File: src/rtl/mutative_reconfig_ctrl_pkg.sv
// Shared types and geometry for the mutative cache: associativity codes,
// reconfiguration FSM states and array dimensions.
package mutative_types;

    localparam int unsigned WAYS         = 8;
    localparam int unsigned SET_SIZE     = 16;
    localparam int unsigned SET_IDX_BITS = $clog2(SET_SIZE);
    localparam int unsigned WAY_IDX_BITS = $clog2(WAYS);

    typedef enum logic [1:0] {
        SETUP_DM = 2'b00,
        SETUP_2W = 2'b01,
        SETUP_4W = 2'b10,
        SETUP_8W = 2'b11
    } setup_t;

    typedef enum logic [3:0] {
        ST_IDLE,
        ST_SAME,
        ST_DRAIN,
        ST_READ,
        ST_CAPTURE,
        ST_SCAN,
        ST_WB,
        ST_INVAL,
        ST_COMMIT
    } reconfig_state_t;

endpackage

File: src/rtl/mutative_reconfig_ctrl_prio_enc.sv
// Lowest-set-bit priority encoder: index of the lowest asserted bit and a
// flag when no bit is set.
module mutative_prio_enc
    import mutative_types::*;
#(
    parameter int unsigned W  = WAYS,
    parameter int unsigned IW = WAY_IDX_BITS
) (
    input  logic [W-1:0]  i_vec,
    output logic [IW-1:0] o_idx_c,
    output logic          o_none_c
);

    // Scan from the top down so the last hit written is the lowest bit.
    always_comb begin
        o_idx_c  = '0;
        o_none_c = 1'b1;
        for (int i = W - 1; i >= 0; i--) begin
            if (i_vec[i]) begin
                o_idx_c  = IW'(i);
                o_none_c = 1'b0;
            end
        end
    end

endmodule

File: src/rtl/mutative_reconfig_ctrl.sv
// Associativity reconfiguration sequencer: drains the cache, sweeps every set
// writing back dirty lines and invalidating, clears PLRU, then commits setup.
module mutative_reconfig_ctrl
    import mutative_types::*;
(
    input  logic                    clk,
    input  logic                    rst,
    input  logic                    cfg_req,
    input  logic [1:0]              cfg_setup,
    output logic                    cfg_ready,
    output logic                    cfg_done,
    input  logic                    cache_idle,
    output logic                    stall_cache,
    output logic [1:0]              setup,
    output logic [SET_IDX_BITS-1:0] sweep_set,
    output logic                    sweep_rd,
    input  logic [WAYS-1:0]         line_valid,
    input  logic [WAYS-1:0]         line_dirty,
    output logic                    wb_req,
    output logic [WAY_IDX_BITS-1:0] wb_way,
    input  logic                    wb_ack,
    output logic                    inval_we,
    output logic                    plru_rst
);

    reconfig_state_t         r_state;
    reconfig_state_t         w_state_nxt;
    setup_t                  r_setup;
    setup_t                  r_target;
    logic [SET_IDX_BITS-1:0] r_sweep_set;
    logic [WAYS-1:0]         r_pending;
    logic [WAY_IDX_BITS-1:0] r_wb_way;

    logic r_cfg_ready, r_cfg_done, r_stall, r_sweep_rd, r_wb_req, r_inval_we, r_plru_rst;
    logic w_cfg_ready, w_cfg_done, w_stall, w_sweep_rd, w_wb_req, w_inval_we, w_plru_rst;

    logic [WAY_IDX_BITS-1:0] w_low_idx;
    logic                    w_none;
    logic                    w_last_set;
    logic                    w_same;

    assign w_last_set = (r_sweep_set == SET_IDX_BITS'(SET_SIZE - 1));
    assign w_same     = (setup_t'(cfg_setup) == r_setup);

    mutative_prio_enc #(
        .W  (WAYS),
        .IW (WAY_IDX_BITS)
    ) u_prio_enc (
        .i_vec    (r_pending),
        .o_idx_c  (w_low_idx),
        .o_none_c (w_none)
    );

    always_ff @(posedge clk or posedge rst) begin
        if (rst) begin
            r_state <= ST_IDLE;
        end else begin
            r_state <= w_state_nxt;
        end
    end

    // Next state plus output decode of that state; outputs are registered below.
    always_comb begin
        w_state_nxt = r_state;
        case (r_state)
            ST_IDLE:    if (cfg_req) w_state_nxt = w_same ? ST_SAME : ST_DRAIN;
            ST_SAME:    w_state_nxt = ST_IDLE;
            ST_DRAIN:   if (cache_idle) w_state_nxt = ST_READ;
            ST_READ:    w_state_nxt = ST_CAPTURE;
            ST_CAPTURE: w_state_nxt = ST_SCAN;
            ST_SCAN:    w_state_nxt = w_none ? ST_INVAL : ST_WB;
            ST_WB:      if (wb_ack) w_state_nxt = ST_SCAN;
            ST_INVAL:   w_state_nxt = w_last_set ? ST_COMMIT : ST_READ;
            ST_COMMIT:  w_state_nxt = ST_IDLE;
            default:    w_state_nxt = ST_IDLE;
        endcase

        w_cfg_ready = (w_state_nxt == ST_IDLE);
        w_stall     = (w_state_nxt != ST_IDLE) && (w_state_nxt != ST_SAME);
        w_cfg_done  = (w_state_nxt == ST_SAME) || (w_state_nxt == ST_COMMIT);
        w_sweep_rd  = (w_state_nxt == ST_READ);
        w_wb_req    = (w_state_nxt == ST_WB);
        w_inval_we  = (w_state_nxt == ST_INVAL);
        w_plru_rst  = (w_state_nxt == ST_COMMIT);
    end

    // Sweep datapath, committed setup and registered outputs.
    always_ff @(posedge clk or posedge rst) begin
        if (rst) begin
            r_setup     <= SETUP_8W;
            r_target    <= SETUP_8W;
            r_sweep_set <= '0;
            r_pending   <= '0;
            r_wb_way    <= '0;
            r_cfg_ready <= 1'b1;
            r_cfg_done  <= 1'b0;
            r_stall     <= 1'b0;
            r_sweep_rd  <= 1'b0;
            r_wb_req    <= 1'b0;
            r_inval_we  <= 1'b0;
            r_plru_rst  <= 1'b0;
        end else begin
            r_cfg_ready <= w_cfg_ready;
            r_cfg_done  <= w_cfg_done;
            r_stall     <= w_stall;
            r_sweep_rd  <= w_sweep_rd;
            r_wb_req    <= w_wb_req;
            r_inval_we  <= w_inval_we;
            r_plru_rst  <= w_plru_rst;
            case (r_state)
                ST_IDLE:    if (cfg_req) r_target <= setup_t'(cfg_setup);
                ST_DRAIN:   if (cache_idle) r_sweep_set <= '0;
                ST_CAPTURE: r_pending <= line_valid & line_dirty;
                ST_SCAN:    if (!w_none) r_wb_way <= w_low_idx;
                ST_WB:      if (wb_ack) r_pending[r_wb_way] <= 1'b0;
                ST_INVAL:   if (!w_last_set) r_sweep_set <= r_sweep_set + SET_IDX_BITS'(1);
                ST_COMMIT:  r_setup <= r_target;
                default:    ;
            endcase
        end
    end

    assign cfg_ready   = r_cfg_ready;
    assign cfg_done    = r_cfg_done;
    assign stall_cache = r_stall;
    assign setup       = r_setup;
    assign sweep_set   = r_sweep_set;
    assign sweep_rd    = r_sweep_rd;
    assign wb_req      = r_wb_req;
    assign wb_way      = r_wb_way;
    assign inval_we    = r_inval_we;
    assign plru_rst    = r_plru_rst;

endmodule

File: config.mk
export PLATFORM = sky130hd
export DESIGN_NAME = mutative_reconfig_ctrl
export DESIGN_NICKNAME = d
export VERILOG_FILES = /design/src/rtl/mutative_reconfig_ctrl_pkg.sv /design/src/rtl/mutative_reconfig_ctrl_prio_enc.sv /design/src/rtl/mutative_reconfig_ctrl.sv
export SDC_FILE = /design/constraint.sdc
export NUM_CORES = 1
export LEC_CHECK = 0
export CORE_MARGIN = 1.5
export CORE_UTILIZATION = 43
export DETAILED_ROUTE_END_ITERATION = 12
export MAX_ROUTING_LAYER = met4
export PLACE_DENSITY_LB_ADDON = 0.25
export SETUP_SLACK_MARGIN = 0.4
export SLEW_MARGIN = 20
export SYNTH_ARGS = -nofsm -noshare
export SYNTH_HDL_FRONTEND = slang
export SYNTH_HIERARCHICAL = 1
export SYNTH_SLANG_ARGS = --single-unit
File: constraint.sdc
create_clock -name clk -period 1.4 [get_ports clk]
set_input_delay 0.14 -clock clk [delete_from_list [all_inputs] [get_ports clk]]
set_output_delay 0.14 -clock clk [all_outputs]
set_load 0.05 [all_outputs]
==> results.md, run 1 <==
- DRC: 0
- First-pass DRT Iterations: 4
- Initial antenna violation count: 0
- Drt total wl: 4200 um
- Post-DR vias/cell: between 5 and 6
- Share of power burned in registers: ~28%
- Total grt overflow: 0
- Area grow syn2layout: 76.4%
- GR Util All Layers: between 20% and 30%
- Psw: about 2.5 mW
- CP endpoint kind: register
- CTS tree: built
- Worst Tran Pin Value: ~0.4 ns
- Port bufs: 38
- FF-to-FF Start: r_state[0]$_DFF_PP0_
- HP Class: in2async
- Power after layout: about 6 mW
- TritonCTS Sinks: 30
- # setup viols final: 10
- Chip Height: about 63 um
- Worst slack, placed: -0.114 ns
- Post-detail-place hpwl: roughly 2700 um
- Maximum buffer depth of the clock tree: 2
- Total CTS buffers: 5
- Maximum number of pins on one net before global-route repair: 31
- Post-Synthesis Cells: roughly 140
- Synthesized cell area: 1520 sq um
- Max-slew violation count: 0
- Area fraction of the dominant cell type after synthesis: between 40 and 50%
- Yosys cell types: 46
- # rows: 21
- Clock transition at path regs: roughly 0.11 ns
- Number of max-cap violations: 0
- First-pass GRT wire length: between 6000 and 7000 um
- Power share of the combinational group: approximately three fifths
- Routed len/inst: 15.1 um
- Worst vdd ir: 1330 uV
- Core area: about 3400 sq um
- Switching Fraction: roughly two fifths
- Final ANT Viol Nets: 0
- Clk pwr share: 11.5%
- P per Cell Area: around 2200 nW/um^2
- Crit path from: r_state[0]$_DFF_PP0_
- Slew margin rel.: about three quarters
- Vias in the first global route: 1528
- Ports: 39
- Status: finished with violations
- Startpoint types: register
- Top cells by area, synth: dfrtp_1 (41%), dfstp_2 (8.6%), o21ai_0 (4.6%)
- Chip width: 62.5 um
- Initial Util: ~45%
- RSZ-0062 raised after global routing: yes
- Crit Path Category: reg2reg
- Fraction of layout cells with a size suffix above 1: around 54%
- Highest clock rate: 0.676 GHz
- Syn_area_per_cell: 10.6 sq um
- Seq/Total Area, Yosys: about half
- Ys async rst share: 100%
- Post-synth EDFFs: 0
- Synthesized net count: about 170
- Yosys top cell by area: dfrtp_1
- Post-synth top cells: dfrtp_1 (25), o21ai_0 (14), nand2_1 (13)
- RePlAce Congestion: 0.916
- 1st-iter DRT viols: 76
- Worst skew pair latency: roughly 0.34 ns
- Htree depth: 2
- Critical path required time: ~1.7 ns
- CTS root buf: clkbuf_4
- Filler cell count: roughly 230
- Worst Skew: 0.0147 ns
- Cell Int Power: about 3.5 mW
- Period minus WS final: 1.48 ns
- Violated checks: negative setup slack
- Number of inserted diodes: 0
- Vias: about 1.5k
- Static Leak: 1.17 nW
- Yosys warns: 6
- Fin. Hold Viols: 0
- Die area: 3910 sq um
- Main flop type after synthesis: dfrtp_1
- Final WS setup: -0.0795 ns
- FF+latch count, synth: 30
- Period utilization: 106%
- Layout net count: roughly 250
- Top-count cell post-synth: dfrtp_1
- Arr. time, crit path: between 1.5 and 2 ns
- Maximum fanout along the worst path: 8
-- path summary, 6_finish.rpt --
check,cells after the start,to,slack [ns]
setup / recovery,5,cfg_ready$_DFF_PP1_,-0.08
hold / removal,3,stall_cache$_DFF_PP0_,0.17
setup reg to reg,5,cfg_ready$_DFF_PP1_,-0.08
hold reg to reg,1,sweep_set[2]$_DFFE_PP0P_,0.56
max in group asynchronous,3,cfg_ready$_DFF_PP1_,0.91
min in group clk,3,r_pending[5]$_DFFE_PP0P_,0.35
-- power groups by stage --
stage	clock (mW)	combinational [mW]	sequential (mW)
2_1_floorplan	0	1.40	1.92
3_3_place_gp	0	2.91	1.60
3_5_place_dp	0	2.97	1.61
4_1_cts	0.691	3.45	1.63
5_1_grt	0.745	3.91	1.70
6_report	0.687	3.65	1.65
-- critical path, cell delays in order (launching register included) --
cell and delay, ns:
dfrtp_2 0.50, nor4_4 0.36, buf_4 0.18, nand4bb_4 0.13, o211ai_1 0.15, nor2_1 0.10
-- per-stage QoR --
stage                     hold WS, ns  TNS, ns  cell area, sq um  utilization [%]  std cells
after global placement          0.536   -0.280              2320             69.0        252
after CTS                       0.175   -0.170              2610             77.7        274
final                           0.169   -0.274              2690             79.9        277
after floorplan                 0.223  -0.0150              1640                -        144
after global routing            0.240    -1.23              2690             79.9        277
after detailed placement        0.546   -0.613              2320             69.0        252
-- cell families (layout without fill, tap and decap cells) --
logic type	Yosys count	in the layout	share of synthesized area (%)
AND/OR/NAND/NOR	51	51	20.3
AO/OA/AOI/OAI	39	39	18.5
flip-flops	30	30	49.7
buffers and inverters	13	100	3.94
multiplexers	6	6	4.44
XOR/XNOR	4	4	2.30
adder cells (fa/ha/maj)	1	1	0.822
-- per-layer routing --
metal  track usage (%)  part of all wire [%]  up-vias
li1                  -                     -      707
met1              27.4                    41      736
met2              40.3                    54       41
met3              5.77                   4.8        2
met4              5.00                  0.26        0
met5                 -                     0        -
-- state kept, by name (all words and copies together) (netlist names) --
signal       flops
r_target         2
sweep_rd         1
cfg_ready        1
wb_way           3
r_pending        8
r_state          4
plru_rst         1
wb_req           1
stall_cache      1
inval_we         1
cfg_done         1
setup            2
sweep_set        4
-- cells in the final DEF, fill, tap and decap left out, drive strengths merged, types with 5 or more instances in the layout --
master         netlist  routed
nor2                10      10
mux2                 6       6
dfstp                5       5
nand3                6       6
buf                  4      62
inv                  8       8
nand2               13      13
clkdlybuf4s50        0      22
o21ai               15      15
clkbuf               1       5
dfrtp               25      25
-- layout make-up --
type	count	area, sq um	area share [%]
flip-flops and latches	30	771	28.7
inverters	8	30.0	1.12
clock inverters	3	40.0	1.49
clock buffers	5	37.5	1.40
multi-input cells	101	860	32.0
well taps	46	57.6	2.14
repair buffers	84	891	33.2
-- timing repair --
action,CTS,global route
buffers inserted,14,3
endpoints found under the setup margin,46,46
pin swaps,12,12
hold buffers,0,0
resized for setup,29,15
Note: power is estimated with default switching activity, not from simulation.
==> run 2: changes to the inputs <==
--- a/config.mk
+++ b/config.mk
@@ -11,7 +11,6 @@
 export MAX_ROUTING_LAYER = met4
 export PLACE_DENSITY_LB_ADDON = 0.25
 export SETUP_SLACK_MARGIN = 0.4
-export SLEW_MARGIN = 20
 export SYNTH_ARGS = -nofsm -noshare
 export SYNTH_HDL_FRONTEND = slang
 export SYNTH_HIERARCHICAL = 1
==> results of run 2 <==
The final DEF is identical to that of run 1; final timing and power are the same.
